## src/rtl/addsub_pkg.sv

```systemverilog
// rtl/addsub_pkg.sv - shared defaults and op-mode encoding for the pipelined add/sub block
package addsub_pkg;

    localparam int DEF_WIDTH = 32;
    localparam int DEF_SEG   = 8;

    typedef enum logic {
        OP_ADD = 1'b0,
        OP_SUB = 1'b1
    } op_e;

endpackage

```

## src/rtl/cla_segment.sv

```systemverilog
// rtl/cla_segment.sv - SEG-bit generate/propagate carry-lookahead adder slice
module cla_segment #(
    parameter int SEG = 8
) (
    input  logic [SEG-1:0] a,
    input  logic [SEG-1:0] b,
    input  logic           ci,
    output logic [SEG-1:0] s,
    output logic           co,
    output logic           c_msb
);

    logic [SEG-1:0] g;
    logic [SEG-1:0] p;
    logic [SEG:0]   c;
    logic           prod;

    assign g = a & b;
    assign p = a ^ b;

    // Each carry is the flat sum of products g[j]&p[i..j+1], plus ci&p[i..0].
    always_comb begin
        c    = '0;
        prod = 1'b0;
        c[0] = ci;
        for (int i = 0; i < SEG; i++) begin
            c[i+1] = g[i];
            prod   = p[i];
            for (int j = i - 1; j >= 0; j--) begin
                c[i+1] = c[i+1] | (prod & g[j]);
                prod   = prod & p[j];
            end
            c[i+1] = c[i+1] | (prod & ci);
        end
    end

    assign s     = p ^ c[SEG-1:0];
    assign co    = c[SEG];
    assign c_msb = c[SEG-1];

endmodule

```

## src/rtl/pipelined_cla_addsub.sv

```systemverilog
// rtl/pipelined_cla_addsub.sv - NSEG-stage pipelined CLA adder/subtractor; ADDSUB_SAT_EN enables saturation
module pipelined_cla_addsub
    import addsub_pkg::*;
#(
    parameter int WIDTH = DEF_WIDTH,
    parameter int SEG   = DEF_SEG
) (
    input  logic             clk,
    input  logic             rst_n,
    input  logic             in_valid,
    output logic             in_ready,
    input  logic [WIDTH-1:0] a,
    input  logic [WIDTH-1:0] b,
    input  logic             cin,
    input  logic             op_sub,
    output logic             out_valid,
    input  logic             out_ready,
    output logic [WIDTH-1:0] sum,
    output logic             cout,
    output logic             overflow
);

    localparam int NSEG = WIDTH / SEG;

    op_e              op;
    logic             advance;

    // Stage k inputs (from ports for k = 0, else from stage k-1 registers).
    logic [WIDTH-1:0] x_d   [NSEG];
    logic [WIDTH-1:0] b_d   [NSEG];
    logic             c_d   [NSEG];
    logic             v_d   [NSEG];
    logic [WIDTH-1:0] x_n   [NSEG];

    // x_q holds resolved sum bits below the current segment and raw A bits above it.
    logic [WIDTH-1:0] x_q   [NSEG];
    logic [WIDTH-1:0] b_q   [NSEG];
    logic             c_q   [NSEG];
    logic             v_q   [NSEG];
    logic             ov_q;

    logic [SEG-1:0]   seg_s [NSEG];
    logic             seg_co[NSEG];
    logic             seg_cm[NSEG];

    assign op        = op_e'(op_sub);
    assign advance   = ~v_q[NSEG-1] | out_ready;
    assign in_ready  = advance;
    assign out_valid = v_q[NSEG-1];
    assign sum       = x_q[NSEG-1];
    assign cout      = c_q[NSEG-1];
    assign overflow  = ov_q;

    // Subtract folds into add: invert B and the borrow once, at entry.
    always_comb begin
        x_d[0] = a;
        b_d[0] = (op == OP_SUB) ? ~b : b;
        c_d[0] = (op == OP_SUB) ? ~cin : cin;
        v_d[0] = in_valid;
        for (int k = 1; k < NSEG; k++) begin
            x_d[k] = x_q[k-1];
            b_d[k] = b_q[k-1];
            c_d[k] = c_q[k-1];
            v_d[k] = v_q[k-1];
        end
    end

    for (genvar k = 0; k < NSEG; k++) begin : g_seg
        cla_segment #(
            .SEG(SEG)
        ) u_seg (
            .a    (x_d[k][k*SEG +: SEG]),
            .b    (b_d[k][k*SEG +: SEG]),
            .ci   (c_d[k]),
            .s    (seg_s[k]),
            .co   (seg_co[k]),
            .c_msb(seg_cm[k])
        );
    end

    always_comb begin
        for (int k = 0; k < NSEG; k++) begin
            x_n[k]                = x_d[k];
            x_n[k][k*SEG +: SEG]  = seg_s[k];
        end
`ifdef ADDSUB_SAT_EN
        // Overflow implies both operands share A's sign, so A's MSB picks the rail.
        if (seg_cm[NSEG-1] ^ seg_co[NSEG-1]) begin
            x_n[NSEG-1] = {x_d[NSEG-1][WIDTH-1], {(WIDTH-1){~x_d[NSEG-1][WIDTH-1]}}};
        end
`endif
    end

    always_ff @(posedge clk or negedge rst_n) begin
        if (!rst_n) begin
            for (int k = 0; k < NSEG; k++) begin
                v_q[k] <= 1'b0;
                c_q[k] <= 1'b0;
                x_q[k] <= '0;
                b_q[k] <= '0;
            end
            ov_q <= 1'b0;
        end else if (advance) begin
            for (int k = 0; k < NSEG; k++) begin
                v_q[k] <= v_d[k];
                c_q[k] <= seg_co[k];
                x_q[k] <= x_n[k];
                b_q[k] <= b_d[k];
            end
            ov_q <= seg_cm[NSEG-1] ^ seg_co[NSEG-1];
        end
    end

endmodule

```

## config.mk

```make
export PLATFORM = sky130hd
export DESIGN_NAME = pipelined_cla_addsub
export DESIGN_NICKNAME = d
export VERILOG_FILES = /design/src/rtl/addsub_pkg.sv /design/src/rtl/cla_segment.sv /design/src/rtl/pipelined_cla_addsub.sv
export SDC_FILE = /design/constraint.sdc
export NUM_CORES = 1
export LEC_CHECK = 0
export CAP_MARGIN = 20
export CORE_ASPECT_RATIO = 1.1
export CORE_MARGIN = 1.5
export CORE_UTILIZATION = 41
export CTS_CLUSTER_DIAMETER = 40
export DETAILED_ROUTE_END_ITERATION = 10
export SLEW_MARGIN = 15
export SYNTH_ARGS = -nofsm -noshare
export SYNTH_HDL_FRONTEND = slang
export SYNTH_SLANG_ARGS = --single-unit
```

## constraint.sdc

```tcl
create_clock -name clk -period 2.6 [get_ports clk]
set_input_delay 0.26 -clock clk [delete_from_list [all_inputs] [get_ports clk]]
set_output_delay 0.26 -clock clk [all_outputs]
set_load 0.005 [all_outputs]
```

=== Word-level counts from Yosys, hierarchy flattened ===
Index checks and enable logic that the tools add are counted.

* Bits in registers: 233
* Logic and storage cells: 435
* Output and inout bits: 36

* Bitwise logic cells: 417
* Multiplexer cells: 2

{| class="wikitable"
|+ Operators by type and width
! operator !! number
|-
| $and A1 B1 Y1 || 256
|-
| $or A1 B1 Y1 || 145
|-
| $xor A8 B8 Y8 || 8
|-
| $and A8 B8 Y8 || 4
|-
| $mux W32 || 1
|-
| $not A32 Y32 || 1
|-
| $not A1 Y1 || 2
|-
| $mux W1 || 1
|-
| $xor A1 B1 Y1 || 1
|}

=== Logic depth before layout (Yosys ltp) ===
Gate-level depths: netlist (run 1).

* Depth in word-level cells: 12
* Depth in mapped cells: 9
* Gate-level depth less buffers: 7

=== Modules after synthesis ===
Synthesis (run 1) repeated with hierarchy kept, for this count alone.

* Cell total of the unflattened synthesis: 598
* Area, all modules: 9207.6 µm²

{| class="wikitable"
|+ By module, submodules not included
! module !! area each (µm²) !! seq. area each (µm²) !! cells each !! times used
|-
| pipelined_cla_addsub || 7761.2 || 4629.4 || 430 || 1
|-
| cla_segment (g_seg[1].u_seg ...) || 357.8 || 0.0 || 41 || 3
|-
| cla_segment (g_seg[0].u_seg) || 372.9 || 0.0 || 45 || 1
|}

=== Least setup slack after synthesis (run 1) ===
No wires, ideal clock.

* Path kind: in2reg
* Start point: in op_sub
* End point: reg x_q (netlist bit x_d[70])
* Path slack: 0.344 ns
* Data arrival time: 2.160 ns
* Stages: 9
* Library setup time: 0.095 ns
* Path buffers: 2
* Cells stage by stage: buf_6 > buf_2 > xor2_1 > ha_1 > a21o_1 > a221o_1 > o21ba_1 > o21a_1 > o31ai_1

* Longest elaborated chain between the ends: 10

{| class="wikitable"
|+ RTL lines
! item !! RTL line !! source
|-
| from (decl) || pipelined_cla_addsub.sv:15 || <nowiki>input logic op_sub,</nowiki>
|-
| $mux W32 || pipelined_cla_addsub.sv:57 || <nowiki>b_d[0] = (op == OP_SUB) ? ~b : b;</nowiki>
|-
| $xor A8 B8 Y8 or $and A8 B8 Y8 (tied branches) || cla_segment.sv:19, cla_segment.sv:18 ||
|-
| $and A1 B1 Y1 (on tied branches) || cla_segment.sv:30, cla_segment.sv:31 ||
|-
| $or A1 B1 Y1 (tied with other cells) (4 in series) || cla_segment.sv:30 || <nowiki>c[i+1] = c[i+1] | (prod & g[j]);</nowiki>
|-
| $or A1 B1 Y1 or $and A1 B1 Y1 (tied branches) || cla_segment.sv:30, cla_segment.sv:33 ||
|-
| $or A1 B1 Y1 || cla_segment.sv:33 || <nowiki>c[i+1] = c[i+1] | (prod & ci);</nowiki>
|-
| $xor A8 B8 Y8 * || cla_segment.sv:37 || <nowiki>assign s = p ^ c[SEG-1:0];</nowiki>
|-
| to (signal, indexed assignment) || pipelined_cla_addsub.sv:107 || <nowiki>x_q[k] <= x_n[k];</nowiki>
|-
| to (decl) || pipelined_cla_addsub.sv:36 || <nowiki>logic [WIDTH-1:0] x_q [NSEG];</nowiki>
|}

Every way passes the cells marked *; elsewhere a longest branch is shown, timed or not.
A chain may end at the register's enable or synchronous reset.

=== Worst setup path in the final report (run 1) ===
* Start point: reg b_q (netlist bit b_d[24])
* End point: reg x_q (netlist bit sum[31])

* Longest elaborated chain between the ends: 5

{| class="wikitable"
|+ RTL lines
! item !! RTL line !! source
|-
| from (decl) || pipelined_cla_addsub.sv:37 || <nowiki>logic [WIDTH-1:0] b_q [NSEG];</nowiki>
|-
| from (signal, indexed assignment) || pipelined_cla_addsub.sv:108 || <nowiki>b_q[k] <= b_d[k];</nowiki>
|-
| $and A8 B8 Y8 or $xor A8 B8 Y8 (tied branches) || cla_segment.sv:18, cla_segment.sv:19 ||
|-
| $and A1 B1 Y1 (on tied branches) || cla_segment.sv:30, cla_segment.sv:31 ||
|-
| $or A1 B1 Y1 or $and A1 B1 Y1 (tied branches) || cla_segment.sv:30, cla_segment.sv:33 ||
|-
| $or A1 B1 Y1 * || cla_segment.sv:33 ||
|-
| $xor A8 B8 Y8 * || cla_segment.sv:37 ||
|}

Marks and branches as above.

==> results of run 1 <==
placed cells by master (no fill, tap or decap), types with 3 or more instances in the layout:
master / n
dfrtp_1: 185
o21bai_1: 3
inv_1: 3
a211oi_1: 7
xor2_1: 18
clkbuf_16: 17
a31oi_1: 4
buf_4: 3
nand2_1: 420
fa_1: 4
clkinv_2: 3
a21o_1: 6
ha_1: 34
clkdlybuf4s50_1: 103
bufinv_16: 4
o21ai_0: 45
or3_1: 4
clkinv_4: 3
a21oi_1: 23
o31ai_1: 4
nor3_1: 8
xnor2_1: 34
buf_12: 5
nor2_1: 27
inv_6: 3
per-layer routing:
| layer | vias to the layer above | track usage (%) |
|---|---|---|
| met3 | 13 | 2.83 |
| met4 | 0 | 5.36 |
| met2 | 102 | 24.3 |
| li1 | 3085 | - |
| met1 | 2701 | 23.4 |
| met5 | - | 0 |
cell families after synthesis:
family / count (synthesis)
DFF: 185
and+or+nand+nor: 471
AOI/OAI and AO/OA: 108
xor gates and xnor gates: 53
muxes: 3
adders and majority gates: 38
buffers and inverters: 48
sequential cells by signal (all words and copies together), names as in the netlist:
name       count
x_d           96
b_d           48
sum           32
c_d            3
v_d            3
cout           1
out_valid      1
overflow       1
where the power goes:
| group | switching (mW) | total (mW) | internal [mW] | leakage, nW |
|---|---|---|---|---|
| logic | 2.32 | 4.41 | 2.09 | 2.42 |
| registers | 0.721 | 4.90 | 4.17 | 2.23 |
| clock network | 1.11 | 2.75 | 1.64 | 0.311 |
per-stage QoR:
step	util, %	instance area [um2]	setup slack [ns]
finish	51.7	10300	0.387
global route	51.7	10300	0.273
CTS	51.7	10300	0.390
detailed placement	48.5	9630	0.107
global placement	48.5	9630	0.161
floorplan	-	8310	0.344
final cells by class:
class / count / area, um2 / share of cell area (%)
Clock inverter: 14 / 195 / 1.90
Clock buffer: 18 / 439 / 4.28
Tap cell: 252 / 315 / 3.07
Multi-Input combinational cell: 673 / 3490 / 34.0
Sequential cell: 185 / 4630 / 45.1
Inverter: 4 / 17.5 / 0.171
Timing Repair Buffer: 114 / 1180 / 11.5
critical path: cells and delay by family, from the launching register on:
family	cells	cell delay, ns
AND/OR/NAND/NOR	2	0.43
flip-flops	1	0.41
adder cells (fa/ha/maj)	1	0.34
AO/OA/AOI/OAI	3	0.92
final timing paths:
path / to / slack (ns) / start / cells past startpoint
hold reg to reg: sum[17]$_DFFE_PN0P_ / 0.46 / sum[17]$_DFFE_PN0P_ / 2
setup reg to reg: sum[31]$_DFFE_PN0P_ / 0.39 / b_d[24]$_DFFE_PN0P_ / 6
max in group asynchronous: b_d[73]$_DFFE_PN0P_ / 1.46 / rst_n / 3
min in group asynchronous: sum[6]$_DFFE_PN0P_ / 0.38 / rst_n / 2
setup / recovery: sum[31]$_DFFE_PN0P_ / 0.39 / b_d[24]$_DFFE_PN0P_ / 6
hold / removal: x_d[85]$_DFFE_PN0P_ / 0.36 / a[21] / 3
repair_timing:
item	CTS	global route
endpoints found under the hold margin	64	0
buffers inserted	0	0
resized for setup	0	0
hold buffers	1	0
==> metrics.cfg, run 1 <==
[status]
status = finished, final reports clean

[detailed_routing]
drc = 0
avgViaCountPerCell = 4.68
vias = 5901
antenna_left = 0
wl_um = 16100
met2_length_um = 7050
drt-wirelength-per-cell_um = 12.7
top_layer_used = met4
drt_iter0_markers = 321
routed-wl-met3_um = 535
firstDrtPassIters = 5
wl_met1_um = 8260

[finish]
fin_nets = 1103
drive_gt1_share_pct = 5.16
instances_no_fill = 1260
syn2layout_area_growth_pct = 23.6
antenna_cells = 0
num-fill-cells = 1922

[pwr]
finalPower_mw = 12.1
leakage_nw = 4.96
power_density_nw_per_um2 = 1170
peakVddDrop_v = 0.000500

[synthesis]
avgSynthCellArea_um2 = 9.17
synth_edf_count = 0
synthTopCellsByArea = dfrtp_1 (56%), nand2_1 (19%), ha_1 (5.1%)
synth.most_common_cell = nand2_1
synthAdderAreaFrac_pct = 6.09
syn_area_um2 = 8310
synth.distinct_cells = 45
synth_mux_area_share_pct = 0.392
synth_ff_type = dfrtp_1
synthCells = 906
synth_xor_area_share_pct = 5.68
synth-simple-area-share_pct = 21.9
syn-num-nets = 1014
yosysSeqAreaShare_pct = 55.7
synth_top_area_share_pct = 55.7
synth_compound_area_share_pct = 7.88
synth_top_family_by_area = simple AND/OR/NAND/NOR gates
yosysWarningCount = 0
async_reset_ff_share_pct = 100
yosysTopAreaCell = dfrtp_1
yosys-top-cells-count = nand2_1 (420), dfrtp_1 (185), o21ai_0 (45), ha_1 (34), xnor2_1 (34)
ys_ff_latch = 185

[clock_network]
cts_root_buf = clkbuf_16
clk_latency_ns = 0.43
tritoncts = yes
clk_pin_slew_worst_paths_ns = 0.07
cts_buffer_depth = 2
clock_sinks = 185
htree_levels = 4
numCtsBuffers = 17

[global_route]
grt_antenna_before_repair = 0
grt_pass1_vias = 5724
grt_pass1_wl_um = 27800
grt_max_degree = 110
grt_usage_pct = 16.0
gr-total-overflow = 0

[place]
io_buffers = 105
routabilityCongestion = 0.766
place_inst = 1227
post-dp-hpwl_um = 10400

[setup_path]
path_class = reg -> reg
critPathMaxFanout = 4
cpMaxStageDelayCell = dfrtp_1
max_stage_delay_ns = 0.41
end_kind = flip-flop
crit_chain = ha_1 -> a211oi_2 -> nor3_1 -> o31a_1 -> or3_1 -> a31o_2
worstPathArrival_ns = 2.52
critPathLaunchType = flip-flop
cp.required_ns = 2.91

[die]
die_h_um = 152
rows = 54
initial_core_util_pct = 41.8
fp.dieArea_um2 = 21100
die_w_um = 139
core_um2 = 19900
ioPinCount = 106

[timing]
final-hold-violation-count = 0
slew_headroom_pct = 53.4
timing.final.max_slew_violations = 0
min_period_ns = 2.21
tightestPinTransition_ns = 0.699
fin_tns_setup_ns = 0
fmax_mhz = 452
rsz0062_at_grt = no
setup_viol = 0
hold_ws_ns = 0.356
skew_ns = 0.00851
period_share_pct = 85.1

[min_path]
min_path_type = in -> reg

[flow_run]
maxCapViolCount = 0

(Power assumes the default switching activity.)
==> run 2, diff against run 1 <==
--- a/config.mk
+++ b/config.mk
@@ -6,11 +6,12 @@
 export NUM_CORES = 1
 export LEC_CHECK = 0
 export CAP_MARGIN = 20
-export CORE_ASPECT_RATIO = 1.1
+export CORE_ASPECT_RATIO = 0.6
 export CORE_MARGIN = 1.5
 export CORE_UTILIZATION = 41
 export CTS_CLUSTER_DIAMETER = 40
 export DETAILED_ROUTE_END_ITERATION = 10
+export REMOVE_ABC_BUFFERS = 1
 export SLEW_MARGIN = 15
 export SYNTH_ARGS = -nofsm -noshare
 export SYNTH_HDL_FRONTEND = slang
==> metrics.cfg, run 2 (synthesized netlist as in run 1, its figures left out) <==
[status]
status = finished, final reports clean

[clock_network]
clock_sinks = 185  ; unchanged
cts_resized = 0  ; unchanged
cts_root_buf = clkbuf_16
clk_pin_slew_worst_paths_ns = 0.07  ; about the same
numCtsBuffers = 17  ; unchanged
clk_latency_ns = 0.43  ; about the same
cts_buffer_depth = 2  ; unchanged
tritoncts = yes
post_cts_buffers = 0  ; unchanged
htree_levels = 4  ; unchanged
cts_hold_repair.buffers = 1  ; unchanged

[finish]
fin_nets = 1106  ; +0.27%
final_common_cell = nand2_1
largest_reg_flops = 96  ; unchanged
regArea_um2 = 4630  ; unchanged
multi_input_area_um2 = 3490  ; unchanged
most-common-layout-cells = nand2_1 (420), dfrtp_1 (185), clkdlybuf4s50_1 (103), o21ai_0 (45)
antenna_cells = 0  ; unchanged
num-fill-cells = 1906  ; -0.83%
syn2layout_area_growth_pct = 24.4
drive_gt1_share_pct = 5.44  ; +0.28 points

[global_route]
grt_max_degree = 130  ; +18%
met1_usage_pct = 25.7  ; +2.3 points
grt_usage_pct = 17.2  ; +1.1 points
grt_busiest_layer = met1
grt_pass1_vias = 5835  ; +1.9%
grt_antenna_before_repair = 0  ; unchanged
grt_util_met2_pct = 24.4  ; +0.046 points
gr-total-overflow = 0  ; unchanged
grt_pass1_wl_um = 28900  ; +4.0%
use_met3_pct = 3.69  ; +0.86 points

[pwr]
power_density_nw_per_um2 = 1180  ; +0.32%
power.switching_mw = 4.24  ; +2.2%
pwr-share-seq_pct = 40.2  ; -0.4 points
power_frac_comb_pct = 36.4  ; -0.2 points
finalPower_mw = 12.2  ; +0.93%
sw_frac_of_total_pct = 34.8  ; +0.42 points
intPower_mw = 7.93  ; +0.28%
leakage_nw = 4.97  ; +0.32%
pwr-share-clk_pct = 23.4  ; +0.6 points
peakVddDrop_v = 0.000472  ; -5.5%

[timing]
setup_viol = 0  ; unchanged
timing.final.max_slew_violations = 0  ; unchanged
skew_ns = 0.00653  ; -0.00198 ns
slew_headroom_pct = 56.5  ; +3.1 points
rsz0062_at_grt = no
fmax_mhz = 449  ; -0.63%
period_share_pct = 85.6  ; +0.54 points
min_period_ns = 2.23  ; +0.0141 ns
tightestPinTransition_ns = 0.646  ; -0.0529 ns
final-hold-violation-count = 0  ; unchanged
setup_slack_ns = 0.373  ; -0.0141 ns

[die]
die_h_um = 113  ; -26%
ioPinCount = 106  ; unchanged
fp.dieArea_um2 = 21200  ; +0.13%
die_w_um = 187  ; +35%
core_um2 = 19900  ; +0.28%
rows = 40  ; -26%
initial_core_util_pct = 41.7  ; -0.12 points

[setup_path]
end_kind = flip-flop
critPathMaxFanout = 4  ; unchanged
critPathLaunchType = flip-flop
crit_family = compound AO/OA/AOI/OAI gates
path_class = reg -> reg
crit_chain = ha_1 -> a211oi_2 -> nor3_1 -> o31a_1 -> or3_1 -> a31o_2
max_stage_delay_ns = 0.43  ; +0.02 ns
reg2regPathDepth = 6  ; unchanged
cp.required_ns = 2.93  ; +0.02 ns
crit_buf_inv = 0  ; unchanged
worstPathArrival_ns = 2.56  ; +0.04 ns
cpMaxStageDelayCell = dfrtp_1
crit_cells = 6  ; unchanged

[flow_run]
maxCapViolCount = 0  ; unchanged

[detailed_routing]
avgViaCountPerCell = 4.66  ; -0.57%
vias = 5979  ; +1.3%
drc = 0  ; unchanged
wl_um = 16700  ; +4.1%
drt_iter0_markers = 316  ; -1.6%
firstDrtPassIters = 4  ; -1
drt-wirelength-per-cell_um = 13.0  ; +2.2%
antenna_left = 0  ; unchanged

[place]
post-dp-hpwl_um = 10800  ; +3.4%
io_buffers = 105  ; unchanged
routabilityCongestion = 0.761  ; -0.57%
place_ws_ns = 0.0977  ; -0.00949 ns

[min_path]
min_path_type = in -> reg
hold_depth = 3  ; unchanged

==> run 2: cell count changes in the layout (fill, tap and decap cells not counted) <==
cell,delta
clkinv_2,-3
inv_8,+1
inv_6,+3
buf_4,+3
clkinv_4,-1
==> run 2: path summary, 6_finish.rpt <==
path                                     start                   to  slack, ns
min in group asynchronous                rst_n  sum[17]$_DFFE_PN0P_       0.41
hold reg to reg            sum[16]$_DFFE_PN0P_  sum[16]$_DFFE_PN0P_       0.46
hold / removal                           a[27]  x_d[91]$_DFFE_PN0P_       0.35
max in group asynchronous                rst_n  x_d[44]$_DFFE_PN0P_       1.38
setup reg to reg           b_d[24]$_DFFE_PN0P_  sum[31]$_DFFE_PN0P_       0.37
setup / recovery           b_d[24]$_DFFE_PN0P_  sum[31]$_DFFE_PN0P_       0.37
==> run 2: power by group through the flow <==
stage	logic, mW	clock network (mW)	registers [mW]
2_1_floorplan	2.95	0	4.73
3_3_place_gp	4.40	0	4.92
3_5_place_dp	4.48	0	4.95
4_1_cts	4.51	2.92	4.91
5_1_grt	5.13	3.06	5.07
6_report	4.42	2.85	4.90
==> run 2: final cells by class <==
type,instances,share of cell area [%]
multi-input combinational,673,33.8
sequential,185,44.8
inverter,4,0.170
clock inverter,14,2.02
timing repair buffer,117,11.7
clock buffer,18,4.25
tap,273,3.31
==> run 2: layer usage <==
layer / vias to the layer above / routed length [um]
met2: 99 / 6710
met4: 0 / 233
met1: 2771 / 9180
met3: 18 / 596
li1: 3091 / -
met5: - / 0
==> run 2: per-stage QoR <==
step / instances / util [%] / hold WS (ns) / TNS, ns / instance area [um2]
floorplan: 862 / - / -0.0356 / -1507.93 / 8130
global placement: 1251 / 48.6 / 0.340 / 0 / 9680
detailed placement: 1251 / 48.6 / 0.335 / 0 / 9680
CTS: 1284 / 51.9 / 0.330 / 0 / 10300
global route: 1284 / 51.9 / 0.342 / 0 / 10300
finish: 1284 / 51.9 / 0.351 / 0 / 10300
==> run 2: worst reg2reg max path: stages, from the launching register on <==
cell      delay, ns
dfrtp_1        0.43
ha_1           0.34
a211oi_2       0.34
nor3_1         0.12
o31a_1         0.32
or3_1          0.33
a31o_2         0.25
==> run 3, diff against run 2 <==
--- a/config.mk
+++ b/config.mk
@@ -5,6 +5,7 @@
 export SDC_FILE = /design/constraint.sdc
 export NUM_CORES = 1
 export LEC_CHECK = 0
+export ABC_CLOCK_PERIOD_IN_PS = 2600
 export CAP_MARGIN = 20
 export CORE_ASPECT_RATIO = 0.6
 export CORE_MARGIN = 1.5
==> results of run 3 <==
Same layout as run 2: the final DEF is identical, and so are final timing and power.
==> edit 1 (flow settings as in run 2) <==
`DEF_WIDTH`: 32 -> 64.
--- a/src/rtl/addsub_pkg.sv
+++ b/src/rtl/addsub_pkg.sv
@@ -2,5 +2,5 @@
 package addsub_pkg;
 
-    localparam int DEF_WIDTH = 32;
+    localparam int DEF_WIDTH = 64;
     localparam int DEF_SEG   = 8;
 
Ports: changed (resized a, b and sum); port bits go from 106 to 202. No check against the original RTL was run, so the function may have changed too.
==> edit 1 against run 2 <==
Routed wire length grew to 3.6 times the old value. Area after synthesis grew to 3.7 times the old value. Power increased to 3.7 times the old value. Sequential cell count up 568. Worst setup slack lost 0.13 ns. Final area rose to 3.6 times the old value. Critical path depth down 3. Clock power grew to 4.1 times the old value. Sequential share of layout area increased by 6.3 points.
==> edit 1: results (changes against run 2) <==
[synth]
synthMuxAreaShare_pct = 0  ; -0.39 points
syn_inst = 3413  ; +280%
synthAdderAreaFrac_pct = 3.214  ; -2.9 points
synth_seq_area_share_pct = 61.42  ; +5.7 points
ys_types = 46  ; +2.2%
synth_common_cells = 1,989 x nand2_1, 753 x dfrtp_1, 108 x clkbuf_1

[cts]
worst_skew_pair.late_latency_ns = 0.62  ; +0.19 ns

[status]
status = complete, no violations

[placed_design]
port_buffers = 201  ; +91%
place_inst = 4500  ; +260%
place_hpwl_mm = 38.15  ; +250%
pre_cts_ws_ns = 0.1313  ; +0.03365 ns

[worst_setup_path]
crit_path_end = in_ready
r2r_end = x_d[335]
r2r_cells = 7  ; +1
path_delay_family = buffers and inverters
cp.arrival_ns = 2.10  ; -0.46 ns

[layout]
nets = 3806  ; +240%
fillers = 7143  ; +270%
final_util_pct = 49.98  ; -1.9 points

[global_routing]
grt_usage_pct = 16.16  ; -1.0 points
grt_pass1_wl_mm = 103.5  ; +260%
gr-usage-met2_pct = 24.04  ; -0.31 points
grt_pass1_vias = 20859  ; +260%

[routing]
drt_iter0_markers = 1361  ; +330%
wl_per_cell_um = 12.85  ; -1.4%
drt_first_pass_iters = 5  ; +1

[power]
p_leak_nw = 18.88  ; +280%

==> edit 1: changes by cell type after synthesis, sizes merged, moves of 31 or more <==
cell    change
dfrtp     +568
a21oi      +31
clkbuf     +75
inv        +31
ha         +32
xnor2      +57
o21ai      +53
buf        +54
nand2    +1569
==> edit 1: power groups by stage <==
| stage | Sequential, W | Clock, W | Combinational (W) |
|---|---|---|---|
| floorplan | 0.0160 | 0 | 0.00440 |
| global placement | 0.0200 | 0 | 0.0134 |
| detailed placement | 0.0201 | 0 | 0.0137 |
| CTS | 0.0199 | 0.0122 | 0.0138 |
| global route | 0.0206 | 0.0127 | 0.0157 |
| finish | 0.0199 | 0.0118 | 0.0134 |
==> edit 1: cell type report <==
cell class	count	area share (%)
flip-flops and latches	753	51.09
inverters	36	0.3867
repair buffers	274	7.870
clock inverters	45	1.435
multi-input cells	2451	29.80
clock buffers	103	6.079
well taps	987	3.348
==> edit 1: what timing repair did <==
item,CTS,global route
hold buffers,1,0
hold endpoints to repair,384,0
resized for setup,0,0
==> edit 2 (config.mk and constraints of run 2) <==
Without the edit above. Register the output `overflow` once more, with the module's reset; this adds one clock of latency there. The other outputs are not delayed to match.
--- a/src/rtl/pipelined_cla_addsub.sv
+++ b/src/rtl/pipelined_cla_addsub.sv
@@ -50,5 +50,11 @@
     assign sum       = x_q[NSEG-1];
     assign cout      = c_q[NSEG-1];
-    assign overflow  = ov_q;
+    always_ff @(posedge clk or negedge rst_n) begin
+        if (!rst_n) begin
+            overflow <= '0;
+        end else begin
+            overflow <= ov_q;
+        end
+    end
 
     // Subtract folds into add: invert B and the borrow once, at entry.
Behaviour: not the same (Yosys sat finds a counterexample within 10 cycles, from zero or initial values and one cycle with rst_n low).
==> edit 2 against run 2 <==
Sequential cell count is 1 higher. Power decreased by 2.9%. Area after synthesis barely moved. Critical path depth rose by 1. Worst setup slack improved by 0.18 ns. Synthesized cell count did not move. Clock power fell by 7.4%. Clock skew grew 0.0056 ns. Largest cell class unchanged. Via count fell by 2.4%. Final area is 0.58% lower. Maximum frequency grew 9.0%. Worst hold slack improved by 0.0062 ns. Routed wire length down 4.9%.
==> edit 2: results (changes against run 2) <==
[status]
status = complete, no violations

[global_routing]
antenna_found_initial = 0  ; unchanged
grt_pass1_vias = 5724  ; -1.9%
grt_pass1_wl_mm = 27.80  ; -4.0%
grt_usage_pct = 16.32  ; -0.87 points
grt_max_degree = 99  ; -24%

[routing]
vias = 5838  ; -2.4%
avgViaCountPerCell = 4.557  ; -2.1%
drt_first_pass_iters = 6  ; +2
drt_iter0_markers = 251  ; -21%
wl_per_cell_um = 12.41  ; -4.7%

[layout]
drive_above_1_share_pct = 5.060  ; -0.38 points
antennaDiodeCount = 0  ; unchanged
nets = 1103  ; -0.27%
largest_register_ffs = 96  ; unchanged
fillers = 1958  ; +2.7%

[synth]
netlist_top_cells_area = dfrtp_1 56%, nand2_1 19%, ha_1 5.1%
synthMuxAreaShare_pct = 0.1206  ; -0.27 points
ys_types = 41  ; -8.9%
ys_warn_count = 0  ; unchanged
synth_common_cells = 428 x nand2_1, 186 x dfrtp_1, 46 x o21ai_0
synth-compound-area-share_pct = 7.039  ; -0.84 points
synthAdderAreaFrac_pct = 6.090  ; about the same
yosysTopAreaCellShare_pct = 56.07  ; +0.34 points
synth-main-ff-cell = dfrtp_1
synth_xor_area_share_pct = 6.135  ; +0.46 points
synth_seq_area_share_pct = 56.07  ; +0.34 points
syn_avg_cell_area_um2 = 9.162  ; about the same
async_flop_share_pct = 100.0  ; unchanged

[power]
swShare_pct = 34.63  ; -0.21 points
p_leak_nw = 4.956  ; -0.33%
worst_ir_drop_vdd_mv = 0.8132  ; +72%

[cts]
cts_root_buf = clkbuf_16
clockBufferDepth = 2  ; unchanged
post-cts-setup-buffers = 0  ; unchanged
worst_skew_pair.late_latency_ns = 0.43  ; about the same
htree_levels = 4  ; unchanged
tritoncts.num_buffers = 17  ; unchanged
clkTransAtPathRegs_ns = 0.07  ; about the same

[placed_design]
gp_congestion = 0.7913  ; +3.9%
place_hpwl_mm = 10.22  ; -5.4%
place_inst = 1248  ; -0.24%
port_buffers = 105  ; unchanged

[timing]
slew_headroom_pct = 64.59  ; +8.1 points
clock_skew_ns = 0.01213  ; +0.005601 ns
setup_violations = 0  ; unchanged

[hold_path]
min_path_type = input pin to register

[worst_setup_path]
crit_slowest_cell = dfrtp_1
critPathMaxStageDelay_ns = 0.42
path_max_fanout = 5  ; +1

[edit 2: cell types whose count changed in the layout (fill, tap and decap cells not counted), moves of 3 or more]
cell | run 2 | this run
a211oi_1 | 7 | 3
nand2b_1 | 1 | 4
o21a_1 | 2 | 5
or3_1 | 4 | 1
buf_4 | 6 | 3
nor3_1 | 8 | 4
xnor2_1 | 34 | 37
nand2_1 | 420 | 428
[edit 2: layout make-up]
cell class                      count  area [µm²]  area share (%)
Clock buffer                       18       439.2           4.275
Clock inverter                     14       161.4           1.571
Inverter                            5       21.27          0.2070
Multi-Input combinational cell    670        3453           33.61
Sequential cell                   186        4654           45.31
Tap cell                          273       341.6           3.325
Timing Repair Buffer              115        1202           11.70
[edit 2: metrics by stage]
| step | worst slack (ns) | area, µm² | utilization (%) |
|---|---|---|---|
| finish | 0.5565 | 10270 | 51.58 |
| CTS | 0.5413 | 10270 | 51.58 |
| detailed placement | 0.1247 | 9663 | 48.51 |
| global route | 0.4024 | 10270 | 51.58 |
| global placement | 0.1609 | 9663 | 48.51 |
| floorplan | -10.74 | 8119 | - |
[edit 2: final timing paths]
check                      depth (start not counted)  slack, ns     from       end
hold reg to reg                                    0       0.38     ov_q  overflow
setup / recovery                                   7       0.56  b_d[24]   sum[31]
max in group asynchronous                          3       1.45    rst_n   b_d[93]
setup reg to reg                                   7       0.56  b_d[24]   sum[31]
min in group asynchronous                          2       0.40    rst_n    sum[6]
hold / removal                                     3       0.36    a[31]   x_d[95]
[edit 2: timing repair]
item	4_1_cts	5_1_grt
hold endpoints to repair	63	0
gates resized for setup	0	0
hold buffers	1	0
[edit 2: critical path: cells and delay by family, from the launching register on]
| kind | cells | cell delay [ns] |
|---|---|---|
| AOI/OAI and AO/OA | 4 | 0.88 |
| DFF | 1 | 0.42 |
| adders and majority gates | 1 | 0.32 |
| and+or+nand+nor | 1 | 0.15 |
| xor gates and xnor gates | 1 | 0.15 |
[edit 2: routing by layer]
| metal | routed length, µm | global-route usage (%) | share of wire [%] |
|---|---|---|---|
| met5 | 0 | 0 | 0 |
| met4 | 84 | 3.710 | 0.53 |
| met3 | 629 | 4.404 | 4.0 |
| met2 | 6554 | 24.08 | 41 |
| met1 | 8630 | 23.96 | 54 |
[edit 2: power by group through the flow]
| stage | Sequential, W | Clock, W | Combinational [W] |
|---|---|---|---|
| global placement | 0.00492 | 0 | 0.00427 |
| global route | 0.00508 | 0.00286 | 0.00498 |
| floorplan | 0.00474 | 0 | 0.00283 |
| CTS | 0.00491 | 0.00272 | 0.00438 |
| detailed placement | 0.00495 | 0 | 0.00434 |
| finish | 0.00489 | 0.00264 | 0.00428 |
